$ cat config.mk
export PLATFORM = sky130hd
export DESIGN_NAME = dmem_ctrl_flat
export DESIGN_NICKNAME = d
export VERILOG_FILES = /design/src/rtl/mem_defs.sv /design/src/rtl/dmem_ctrl_if.sv /design/src/rtl/lsu_align.sv /design/src/rtl/dmem_ctrl.sv /design/src/flat_wrapper.sv
export SDC_FILE = /design/constraint.sdc
export NUM_CORES = 1
export LEC_CHECK = 0
export CORE_MARGIN = 1.5
export CORE_UTILIZATION = 47
export DETAILED_ROUTE_END_ITERATION = 12
export PLACE_DENSITY = 0.83
export SLEW_MARGIN = 20
export SYNTH_ARGS = -nofsm -noshare
export SYNTH_HDL_FRONTEND = slang
export SYNTH_SLANG_ARGS = --single-unit
$ cat constraint.sdc
create_clock -name clk -period 4.9 [get_ports clk]
set_input_delay 0.98 -clock clk [delete_from_list [all_inputs] [get_ports clk]]
set_output_delay 0.98 -clock clk [all_outputs]
set_load 0.02 [all_outputs]
$ cat src/rtl/mem_defs.sv
// mem_defs: shared access encodings and FSM state constants for the data-memory controller
package mem_defs;
  localparam logic [1:0] WM_NONE = 2'b00, WM_SB = 2'b01, WM_SH = 2'b10, WM_SW = 2'b11;
  localparam logic [2:0] RM_NONE = 3'b000, RM_LB = 3'b001, RM_LBU = 3'b010,
                         RM_LH = 3'b011, RM_LHU = 3'b100, RM_LW = 3'b101;
  localparam logic [1:0] ST_IDLE = 2'd0, ST_WAIT = 2'd1, ST_DONE = 2'd2;
endpackage

$ cat src/rtl/dmem_ctrl_if.sv
// dmem_ctrl_if: word-bus handshake between the data-memory controller and memory
interface dmem_ctrl_if;
  logic        bus_req;
  logic        bus_we;
  logic [31:0] bus_addr;
  logic [3:0]  bus_be;
  logic [31:0] bus_wdata;
  logic        bus_ack;
  logic [31:0] bus_rdata;
  modport master(output bus_req, bus_we, bus_addr, bus_be, bus_wdata, input bus_ack, bus_rdata);
  modport slave(input bus_req, bus_we, bus_addr, bus_be, bus_wdata, output bus_ack, bus_rdata);
endinterface

$ cat src/rtl/lsu_align.sv
// lsu_align: store lane steering/byte enables, misalignment check and load extension
module lsu_align
  import mem_defs::*;
(
  input  logic [1:0]  off,
  input  logic [1:0]  wm,
  input  logic [2:0]  rm,
  input  logic [31:0] st_data,
  input  logic [1:0]  ld_off,
  input  logic [2:0]  ld_op,
  input  logic [31:0] rdata,
  output logic [3:0]  be,
  output logic [31:0] wdata,
  output logic [31:0] ld_data,
  output logic        misalign
);
  logic [31:0] sh;
  assign be = wm == WM_SB ? 4'b0001 << off :
              wm == WM_SH ? 4'b0011 << off :
              wm == WM_SW ? 4'b1111 : 4'b0000;
  assign wdata = wm == WM_SB ? {4{st_data[7:0]}} :
                 wm == WM_SH ? {2{st_data[15:0]}} :
                 wm == WM_SW ? st_data : 32'h0;
  assign misalign = ((wm == WM_SH || rm == RM_LH || rm == RM_LHU) && off[0]) ||
                    ((wm == WM_SW || rm == RM_LW) && off != 2'b00);
  assign sh = rdata >> {ld_off, 3'b000};
  assign ld_data = ld_op == RM_LB  ? {{24{sh[7]}}, sh[7:0]} :
                   ld_op == RM_LBU ? {24'h0, sh[7:0]} :
                   ld_op == RM_LH  ? {{16{sh[15]}}, sh[15:0]} :
                   ld_op == RM_LHU ? {16'h0, sh[15:0]} :
                   ld_op == RM_LW  ? rdata : 32'h0;
endmodule

$ cat src/rtl/dmem_ctrl.sv
// dmem_ctrl: MEM-stage data-memory controller (IDLE/WAIT/DONE); DMEM_TIMEOUT_EN enables bus timeout abort
module dmem_ctrl
  import mem_defs::*;
#(
  parameter int TIMEOUT = 16
) (
  input  logic        clk,
  input  logic        rst,
  input  logic [31:0] address,
  input  logic [31:0] write_data,
  input  logic [1:0]  write_mem,
  input  logic [2:0]  read_mem,
  output logic [31:0] out_mem,
  output logic        mem_stall,
  output logic        misalign,
  output logic        bus_err,
  dmem_ctrl_if.master bus
);
  logic [1:0]  state;
  logic [29:0] addr_q;
  logic [3:0]  be_q, be;
  logic        we_q, start, timeout, wait_s;
  logic [31:0] wdata_q, rdata_q, wdata, ld_data;
  logic [2:0]  op_q, rd_op;
  logic [1:0]  off_q;
  // a store wins over a simultaneous read; encodings 110/111 are no-ops
  assign rd_op  = (write_mem != WM_NONE || read_mem > RM_LW) ? RM_NONE : read_mem;
  assign start  = state == ST_IDLE && (write_mem != WM_NONE || rd_op != RM_NONE) && !misalign;
  assign wait_s = state == ST_WAIT;
  lsu_align u_align (
    .off(address[1:0]), .wm(write_mem), .rm(rd_op), .st_data(write_data),
    .ld_off(off_q), .ld_op(op_q), .rdata(rdata_q),
    .be(be), .wdata(wdata), .ld_data(ld_data), .misalign(misalign)
  );
`ifdef DMEM_TIMEOUT_EN
  localparam int CW = $clog2(TIMEOUT + 1);
  logic [CW-1:0] cnt;
  logic          err_q;
  assign timeout = wait_s && !bus.bus_ack && cnt == CW'(TIMEOUT - 1);
  assign bus_err = err_q;
  always_ff @(posedge clk or posedge rst)
    if (rst) begin
      cnt   <= '0;
      err_q <= 1'b0;
    end else begin
      cnt   <= wait_s ? cnt + 1'b1 : '0;
      err_q <= timeout;
    end
`else
  assign timeout = 1'b0;
  assign bus_err = 1'b0;
`endif
  always_ff @(posedge clk or posedge rst)
    if (rst) begin
      state   <= ST_IDLE;
      addr_q  <= '0;
      be_q    <= '0;
      we_q    <= 1'b0;
      wdata_q <= '0;
      op_q    <= RM_NONE;
      off_q   <= '0;
      rdata_q <= '0;
    end else begin
      state <= state == ST_IDLE ? (start ? ST_WAIT : ST_IDLE) :
               wait_s ? ((bus.bus_ack || timeout) ? ST_DONE : ST_WAIT) : ST_IDLE;
      if (start) begin
        addr_q  <= address[31:2];
        be_q    <= be;
        we_q    <= write_mem != WM_NONE;
        wdata_q <= wdata;
        op_q    <= rd_op;
        off_q   <= address[1:0];
      end
      if (wait_s && bus.bus_ack) rdata_q <= bus.bus_rdata;
      else if (timeout) rdata_q <= '0;
    end
  assign bus.bus_req   = wait_s;
  assign bus.bus_we    = wait_s && we_q;
  assign bus.bus_addr  = wait_s ? {addr_q, 2'b00} : 32'h0;
  assign bus.bus_be    = wait_s ? be_q : 4'h0;
  assign bus.bus_wdata = wait_s ? wdata_q : 32'h0;
  assign mem_stall     = !rst && (wait_s || start);
  assign out_mem       = state == ST_DONE ? ld_data : 32'h0;
endmodule

$ cat src/flat_wrapper.sv
// flat-port wrapper written by rule: the top's interface ports become plain ports
module dmem_ctrl_flat import mem_defs::*;
#(
  parameter int TIMEOUT = 16
)
  (clk, rst, address, write_data, write_mem, read_mem, out_mem, mem_stall, misalign, bus_err, bus_bus_req, bus_bus_we, bus_bus_addr, bus_bus_be, bus_bus_wdata, bus_bus_ack, bus_bus_rdata);
  dmem_ctrl_if bus_i ();
  input  logic clk;
  input  logic rst;
  input  logic [31:0] address;
  input  logic [31:0] write_data;
  input  logic [1:0] write_mem;
  input  logic [2:0] read_mem;
  output logic [31:0] out_mem;
  output logic mem_stall;
  output logic misalign;
  output logic bus_err;
  output wire logic [$bits(bus_i.bus_req)-1:0] bus_bus_req;
  output wire logic [$bits(bus_i.bus_we)-1:0] bus_bus_we;
  output wire logic [$bits(bus_i.bus_addr)-1:0] bus_bus_addr;
  output wire logic [$bits(bus_i.bus_be)-1:0] bus_bus_be;
  output wire logic [$bits(bus_i.bus_wdata)-1:0] bus_bus_wdata;
  input wire logic [$bits(bus_i.bus_ack)-1:0] bus_bus_ack;
  input wire logic [$bits(bus_i.bus_rdata)-1:0] bus_bus_rdata;
  assign bus_bus_req = bus_i.bus_req;
  assign bus_bus_we = bus_i.bus_we;
  assign bus_bus_addr = bus_i.bus_addr;
  assign bus_bus_be = bus_i.bus_be;
  assign bus_bus_wdata = bus_i.bus_wdata;
  assign bus_i.bus_ack = bus_bus_ack;
  assign bus_i.bus_rdata = bus_bus_rdata;
  dmem_ctrl #(.TIMEOUT(TIMEOUT)) u_core (.clk(clk), .rst(rst), .address(address), .write_data(write_data), .write_mem(write_mem), .read_mem(read_mem), .out_mem(out_mem), .mem_stall(mem_stall), .misalign(misalign), .bus_err(bus_err), .bus(bus_i));
endmodule
==> metrics list, run 1 <==
- The flow ran to the end, and the final reports show no timing, DRC or antenna violations.
- Total number of vias: 5105
* Endpoint type of the worst setup path: primary output
- Max IR drop VDD: 0.000385 V
* DRT Pass-1 Iters: 5
- In this run the power density over the cells is 579 nW/um^2.
- Prior to clock tree synthesis, the placed netlist has a worst setup slack of 670 ps.
- Maximum buffer depth of the clock tree: 2
* Path class of the lowest-slack min-delay path: reg -> reg
- Hold Crit Endpoint: u_core.wdata_q[30]
- Last weighted congestion value of the routability-driven placer: 0.846
- Using the TritonRoute via totals, the vias-per-cell ratio works out to 5.55.
- Counting flops with an async set or reset pin after synthesis yields a share of 100%.
- The number of gates resized after CTS was 0.
- Clock-pin slew on the worst setup and hold paths: 70 ps
* Starting utilization of the core area: 48.8%
* CTS Root Cell: sky130_fd_sc_hd__clkbuf_16
- DRT antenna net count: 0
- In the global route stage, met1 resource usage came out at 32.3%.
- Signal arrival time at the worst endpoint: 3280 ps
* Die area: 14000 sq um
* IO Count: 209
- For this run, design rule violations remaining after detail routing come to 0.
* Worst relative slew slack: 30.2%
- CTS Hold Buffers Added: 0
* R2R depth: 5
* Antenna violations before repair: 0
- After detailed placement, the total cell area comes to 8380 sq um.
- Setup slack on the worst reg-to-reg path comes out at 2620 ps.
- Number of global-route vias before repair: 5208
- In this run the critical register-to-register path is launched from u_core.state[1].
- From synthesis to final layout, the design area changed by 38.8%.
- Final Skew: 6.28 ps
- The count of buffers added on input and output ports is 205.
- The number of endpoints with negative hold slack in the final report was 0.
- Most used DFF post-synth: sky130_fd_sc_hd__dfrtp_1
- CTS built an H-tree with a depth of 3.
- Number of sinks handled by clock tree synthesis: 106
- Routing usage on met2: 40.3%
- Cells with a size suffix above 1 make up 17.8% of the layout.
- Start-to-end type of the worst setup path: in -> out
- Post-synthesis register bit count: 106
- The HPWL after detailed placement is 12200 microns.
* Worst min-delay path startpoint: u_core.wdata_q[30]
- Counting the fill cells in the layout gives 970.
- Dividing the final minimum period by the clock period gives 87.0%.
- Transition time at the pin with the least slew margin: 1050 ps
- Fmax: 235 MHz
- Post-CTS setup buffer count: 0
- The number of antenna diodes in the final layout is 0.
- Setup violations remaining at the end of the flow were counted as 0.
- In the final design database the tool counted 852 nets.
* Number of distinct standard cells referenced by the synthesized netlist: 39
- Critical-path maximum fanout: 5
- Averaged over all synthesized cells, the footprint is 11.2 sq um.
- Floorplan die height: 118 microns
- Counting I/O delays and the setup requirement, the final critical path takes 4260 ps.
- Global-route wire length before repair: 27800 microns
* Reg-to-reg critical path endpoint: u_core.rdata_q[1]
- Clock latency on the worst-skew pair, taken at its later pin, is 350 ps.
- Entering global routing, the biggest net connects 89 pins.
* Number of DRC markers after the initial detailed-route iteration: 426
- Across all setup checks in the final design, the least slack found is 637 ps.
- TritonCTS clock tree: done
- Global Route met3 Usage: 7.05%
- The mapped netlist covers 6260 sq um.
- In this run the core area contains 41 standard-cell rows.
* Number of warnings printed during yosys synthesis: 0
- Summed over all layers, the global routing overflow is 0.
- The finished layout holds 920 standard cells, fillers aside.
- The floorplan step set the die width to 118 microns.
* Seq/Total Area, Yosys: 42.4%
- Count of placed standard cells including taps: 905
- Total track usage: 24.9%
- Kind of start point of the critical path: input port
- Busiest layer in global routing: met2
- The total area inside the core boundary comes to 12800 sq um.
* RSZ-0062 raised after global routing: no
- In this run the static leakage power is 3.84 nW.
* Worst path required time: 3920 ps
- Cts bufs inserted: 9
* Overall power after layout: 5.03 mW
- Along the worst hold path, the cell count comes to 1.
- Number of pins exceeding their max-slew limit in the final report: 0
* Final setup TNS: 0 ps
- Final wirelength: 17200 microns
- In this run, synthesis inferred 0 flip-flops with an integrated enable.
- After technology mapping, the gate count stands at 560.
* WL/cell: 18.7 microns
- Number of violations of the max-capacitance limit: 0
* Summed area of non-filler cells in the final layout: 8690 sq um
[flip-flops by register name, summed over array words and instances (netlist names)]
name / flops
u_core.op_q: 3
u_core.rdata_q: 32
u_core.state: 2
u_core.addr_q: 30
u_core.we_q: 1
u_core.be_q: 4
u_core.wdata_q: 32
u_core.off_q: 2
[placed cells by master (no fill, tap or decap), types with 3 or more instances in the layout]
cell type                         count
sky130_fd_sc_hd__a21oi_1             34
sky130_fd_sc_hd__a22o_1               8
sky130_fd_sc_hd__a31oi_1              9
sky130_fd_sc_hd__and2_1              59
sky130_fd_sc_hd__buf_4               10
sky130_fd_sc_hd__clkbuf_16            9
sky130_fd_sc_hd__clkbuf_8             3
sky130_fd_sc_hd__clkdlybuf4s50_1    204
sky130_fd_sc_hd__conb_1               3
sky130_fd_sc_hd__dfrtp_1            106
sky130_fd_sc_hd__ha_1                 4
sky130_fd_sc_hd__inv_1               14
sky130_fd_sc_hd__mux2_2              46
sky130_fd_sc_hd__mux2_4              48
sky130_fd_sc_hd__mux2i_1             40
sky130_fd_sc_hd__mux4_2               8
sky130_fd_sc_hd__nand2_1             32
sky130_fd_sc_hd__nand2b_1            18
sky130_fd_sc_hd__nand3b_1            10
sky130_fd_sc_hd__nor2_1              18
sky130_fd_sc_hd__nor2b_1              3
sky130_fd_sc_hd__nor3b_1              6
sky130_fd_sc_hd__o21ai_0             26
sky130_fd_sc_hd__o22ai_1              6
[area by class of cell]
type	instances	area (sq um)	share of cell area, %
multi-input combinational	396	3330	38.3
inverter	16	65.1	0.749
sequential	106	2650	30.5
timing repair buffer	215	2120	24.4
clock buffer	13	270	3.11
tap	172	215	2.48
clock inverter	2	35.0	0.403
[stage by stage]
step	hold slack, ps	util [%]
final	499	67.8
after global routing	516	67.8
after CTS	501	67.8
after detailed placement	488	65.4
after global placement	484	65.4
after floorplan	471	-
[worst max-delay path, cell delays in order]
cell and delay, ps:
sky130_fd_sc_hd__clkdlybuf4s50_1 500, sky130_fd_sc_hd__inv_1 150, sky130_fd_sc_hd__ha_1 220, sky130_fd_sc_hd__and3b_1 200, sky130_fd_sc_hd__a31oi_1 230, sky130_fd_sc_hd__nand4_1 180, sky130_fd_sc_hd__a21oi_1 180, sky130_fd_sc_hd__clkdlybuf4s50_1 630
[cells by family (layout without fill, tap and decap cells)]
kind of cell / after synthesis / in the layout / share of synthesized area (%)
multiplexers: 142 / 142 / 29.1
adder cells (fa/ha/maj): 4 / 4 / 0.799
AND/OR/NAND/NOR: 154 / 154 / 13.7
AO/OA/AOI/OAI: 93 / 93 / 9.43
other: 1 / 3 / 0.0599
buffers and inverters: 60 / 246 / 4.54
flip-flops: 106 / 106 / 42.4
[metal layers]
metal / part of all wire, % / vias to the layer above / wire [microns]
li1: - / 2318 / -
met1: 42 / 2490 / 7240
met2: 47 / 271 / 8030
met3: 9.2 / 26 / 1570
met4: 1.9 / 0 / 333
met5: 0 / - / 0
[power breakdown]
part / leakage, nW / internal, mW / total, mW / switching [mW]
logic: 2.42 / 1.45 / 2.65 / 1.20
clock network: 0.152 / 0.435 / 0.742 / 0.307
registers: 1.27 / 1.31 / 1.64 / 0.338
total: 3.84 / 3.19 / 5.03 / 1.84
[cell usage after synthesis (15+ instances only)]
master | n | area [sq um]
sky130_fd_sc_hd__dfrtp_1 | 106 | 2650
sky130_fd_sc_hd__and2_1 | 59 | 369
sky130_fd_sc_hd__mux2_4 | 48 | 721
sky130_fd_sc_hd__mux2_2 | 46 | 518
sky130_fd_sc_hd__mux2i_1 | 40 | 400
sky130_fd_sc_hd__a21oi_1 | 34 | 170
sky130_fd_sc_hd__nand2_1 | 32 | 120
sky130_fd_sc_hd__o21ai_0 | 26 | 130
sky130_fd_sc_hd__clkbuf_1 | 22 | 82.6
sky130_fd_sc_hd__nand2b_1 | 18 | 113
sky130_fd_sc_hd__nor2_1 | 18 | 67.6
sky130_fd_sc_hd__inv_1 | 15 | 56.3
[how the worst max path moves through the flow]
stage / startpoint / end / slack [ps]
2_1_floorplan: rst / u_core.addr_q[0] / 1130
3_3_place_gp: address[0] / mem_stall / 870
3_5_place_dp: address[0] / mem_stall / 670
4_1_cts: address[0] / mem_stall / 680
5_1_grt: address[1] / mem_stall / 540
6_report: address[1] / mem_stall / 640
Note: power is estimated with default switching activity, not from simulation.
==> inputs of run 2 (changes only) <==
--- a/config.mk
+++ b/config.mk
@@ -5,6 +5,7 @@
 export SDC_FILE = /design/constraint.sdc
 export NUM_CORES = 1
 export LEC_CHECK = 0
+export CAP_MARGIN = 20
 export CORE_MARGIN = 1.5
 export CORE_UTILIZATION = 47
 export DETAILED_ROUTE_END_ITERATION = 12
==> results of run 2 <==
No change in the layout: final DEF, timing and power equal those of run 1.
==> inputs of run 3 (changes only) <==
--- a/config.mk
+++ b/config.mk
@@ -6,9 +6,10 @@
 export NUM_CORES = 1
 export LEC_CHECK = 0
 export CAP_MARGIN = 20
-export CORE_MARGIN = 1.5
+export CORE_MARGIN = 4
 export CORE_UTILIZATION = 47
 export DETAILED_ROUTE_END_ITERATION = 12
+export HOLD_SLACK_MARGIN = 0.02
 export PLACE_DENSITY = 0.83
 export SLEW_MARGIN = 20
 export SYNTH_ARGS = -nofsm -noshare
==> metrics list, run 3 (synthesis results as in run 1) <==
- Final Critical Period: 4180 ps
- The worst register-to-register path has a setup slack of 2670 ps.
* Total number of vias: 5088
- Width of the die: 123 microns
- After routing, the total negative slack on setup checks comes to 0 ps.
- For the pin with the worst max-slew slack, the measured transition is 1060 ps.
- The clock drives 106 sinks.
- After the last flow step, the layout net total stands at 851.
- For hold timing, the worst endpoint is u_core.addr_q[18].
- CTS Root Cell: sky130_fd_sc_hd__clkbuf_16
- Placement Rows: 41
- For this design, the slowest cell found on the critical path is sky130_fd_sc_hd__clkdlybuf4s50_1.
* # fillers: 949
- In the final layout, flip-flops and latches occupy 2650 sq um.
- Final HPWL DP: 12600 microns
- Signal arrival time at the worst endpoint: 3200 ps
* Period utilization: 85.3%
- The first global-routing pass estimated 27100 microns of wire.
- Dividing total power by cell area gives a power density of 580 nW/um^2.
* Number of violations of the max-capacitance limit: 0
- Final Setup Violations: 0
- Hold is met by 504 ps.
- The number of global-route vias before repair is 5173.
- Post-CTS repair changed the size of 0 cells.
- Critical Path Max Stage Delay: 620 ps
* Critical path depth in cells: 8
- Setup slack closes at 720 ps.
* Final Skew: 6.81 ps
- R2R depth: 5
* Combined buffer and inverter count along the critical path: 3
* Most frequent cells in the layout: sky130_fd_sc_hd__clkdlybuf4s50_1, sky130_fd_sc_hd__dfrtp_1, sky130_fd_sc_hd__and2_1, sky130_fd_sc_hd__mux2_4, sky130_fd_sc_hd__mux2_2
* Worst path required time: 3920 ps
- The die is 123 microns tall.
* Clk_lat worst skew: 350 ps
- IO Count: 209
- Kind of start point of the critical path: input port
- Maximum buffer depth of the clock tree: 2
- In this run the static leakage power is 3.84 nW.
- Timing would allow up to 239 MHz.
- In this run the tool buffered the top-level ports with 205 buffer cells.
- Antenna Cells: 0
* Number of pins exceeding their max-slew limit in the final report: 0
* DRT Pass-1 Iters: 5
* Core Region: 12800 sq um
- Starting utilization of the core area: 48.8%
* Biggest registers after layout: u_core.rdata_q (32), u_core.wdata_q (32), u_core.addr_q (30)
- Cts bufs inserted: 9
- The cell that appears most often on the critical path is sky130_fd_sc_hd__clkdlybuf4s50_1.
- At the end of routability-driven placement, the weighted congestion stood at 0.964.
- Proportion of layout cells with a drive suffix above 1: 17.8%
- Synth-to-layout area growth: 38.7%
- Result of the run: finished clean
* Internal power summed over all cells: 3.19 mW
- Combinational logic burns 52.1% of the power.
- Along the worst hold path, the cell count comes to 1.
* Worst-case setup slack after placement: 765 ps
- Dpl cell area: 8380 sq um
- Clock-pin slew on the worst setup and hold paths: 70 ps
- The number of setup buffers added after CTS is 0.
* Reg-to-reg critical path endpoint: u_core.wdata_q[23]
- Path class of the lowest-slack min-delay path: reg -> reg
* Worst relative slew slack: 29.0%
* Cell-by-cell trace of the critical path: clkdlybuf4s50_1 -> inv_1 -> ha_1 -> and3b_1 -> a31oi_1 -> nand4_1 -> a21oi_1 -> clkdlybuf4s50_1
* TritonCTS clock tree: done
* Worst min-delay path startpoint: u_core.addr_q[18]
- Pin count of the biggest net entering global routing: 80
- The die covers 15200 sq um.
- Share of the core filled with cells in the final layout: 67.7%
* Final wirelength: 17500 microns
- In the routed layout, each cell is associated on average with a via count of 5.54.
* Leading cell type in the layout, fill and taps excluded: sky130_fd_sc_hd__clkdlybuf4s50_1
- Global routing used 22.9% of the available tracks across all layers.
* WL/cell: 19.0 microns
- Per report_power, the clock group accounts for 15.1% of the total.
- In this design, the largest share of critical-path delay is due to buffers and inverters.
* Startpoint of the lowest-slack register-to-register path: u_core.state[0]
- Registers are responsible for 32.8% of the overall power.
- Number of levels the H-tree was split into: 3
- After clock tree synthesis, the flow added hold-fix buffers numbering 0.
- Sw Ratio: 36.7%
- Footprint of the multi-input gates: 3330 sq um
* Number of DRC markers after the initial detailed-route iteration: 502
* Antenna violations before repair: 0
- Summed over all nets, the switching power comes to 1.85 mW.
- The detail route stage leaves a number of antenna-violating nets equal to 0.
- After global routing the overflow that remains totals 0.
- RSZ-0062 raised after global routing: no
* Critical-path maximum fanout: 5
* DRC violation count after routing: 0
* Endpoint type of the worst setup path: primary output
* Final hold vios: 0
- Summed area of non-filler cells in the final layout: 8690 sq um
- Max IR drop VDD: 0.000329 V
- Start-to-end type of the worst setup path: in -> out
[run 3: cell count changes in the layout (fill, tap and decap cells not counted)]
cell / change
sky130_fd_sc_hd__clkinv_2: +2
sky130_fd_sc_hd__bufinv_16: +1
sky130_fd_sc_hd__buf_4: -1
sky130_fd_sc_hd__clkbuf_1: -1
sky130_fd_sc_hd__clkbuf_8: -3
sky130_fd_sc_hd__clkinvlp_4: +1
[run 3: worst max-delay path by stage]
| stage | start | end | slack (ps) |
|---|---|---|---|
| 4_1_cts | address[0] | mem_stall | 750 |
| 3_5_place_dp | address[0] | mem_stall | 760 |
| 6_report | address[0] | mem_stall | 720 |
| 3_3_place_gp | address[0] | mem_stall | 870 |
| 2_1_floorplan | rst | u_core.addr_q[0] | 1130 |
| 5_1_grt | u_core.op_q[0] | out_mem[14] | 630 |
[run 3: layout make-up]
| type | instances | area share, % |
|---|---|---|
| clock buffers | 9 | 2.59 |
| clock inverters | 6 | 0.951 |
| inverters | 16 | 0.749 |
| multi-input cells | 396 | 38.4 |
| flip-flops and latches | 106 | 30.5 |
| well taps | 172 | 2.48 |
| repair buffers | 214 | 24.3 |
[run 3: stage by stage]
step	power (mW)	cells
final	5.04	919
after global routing	5.32	919
after CTS	5.07	919
after detailed placement	4.28	904
after global placement	4.20	904
after floorplan	3.37	562
[run 3: worst register-to-register path: cells and delay by family (launching register included)]
kind,cells,cell delay [ps]
DFF,1,360
and+or+nand+nor,2,180
buffers and inverters,2,1080
muxes,1,490
[run 3: power by group through the flow]
stage               registers [mW]  clock network, mW  logic (mW)
finish                        1.65              0.760        2.63
global route                  1.70              0.804        2.81
CTS                           1.64              0.780        2.64
detailed placement            1.65                  0        2.63
global placement              1.63                  0        2.57
floorplan                     1.50                  0        1.87
[run 3: metal layers]
| metal | wire, microns | up-vias | GRT usage [%] |
|---|---|---|---|
| met5 | 0 | - | 0 |
| met4 | 378 | 0 | 8.37 |
| met3 | 1840 | 27 | 7.73 |
| met2 | 8090 | 267 | 36.2 |
| met1 | 7150 | 2483 | 29.3 |
| li1 | - | 2311 | - |
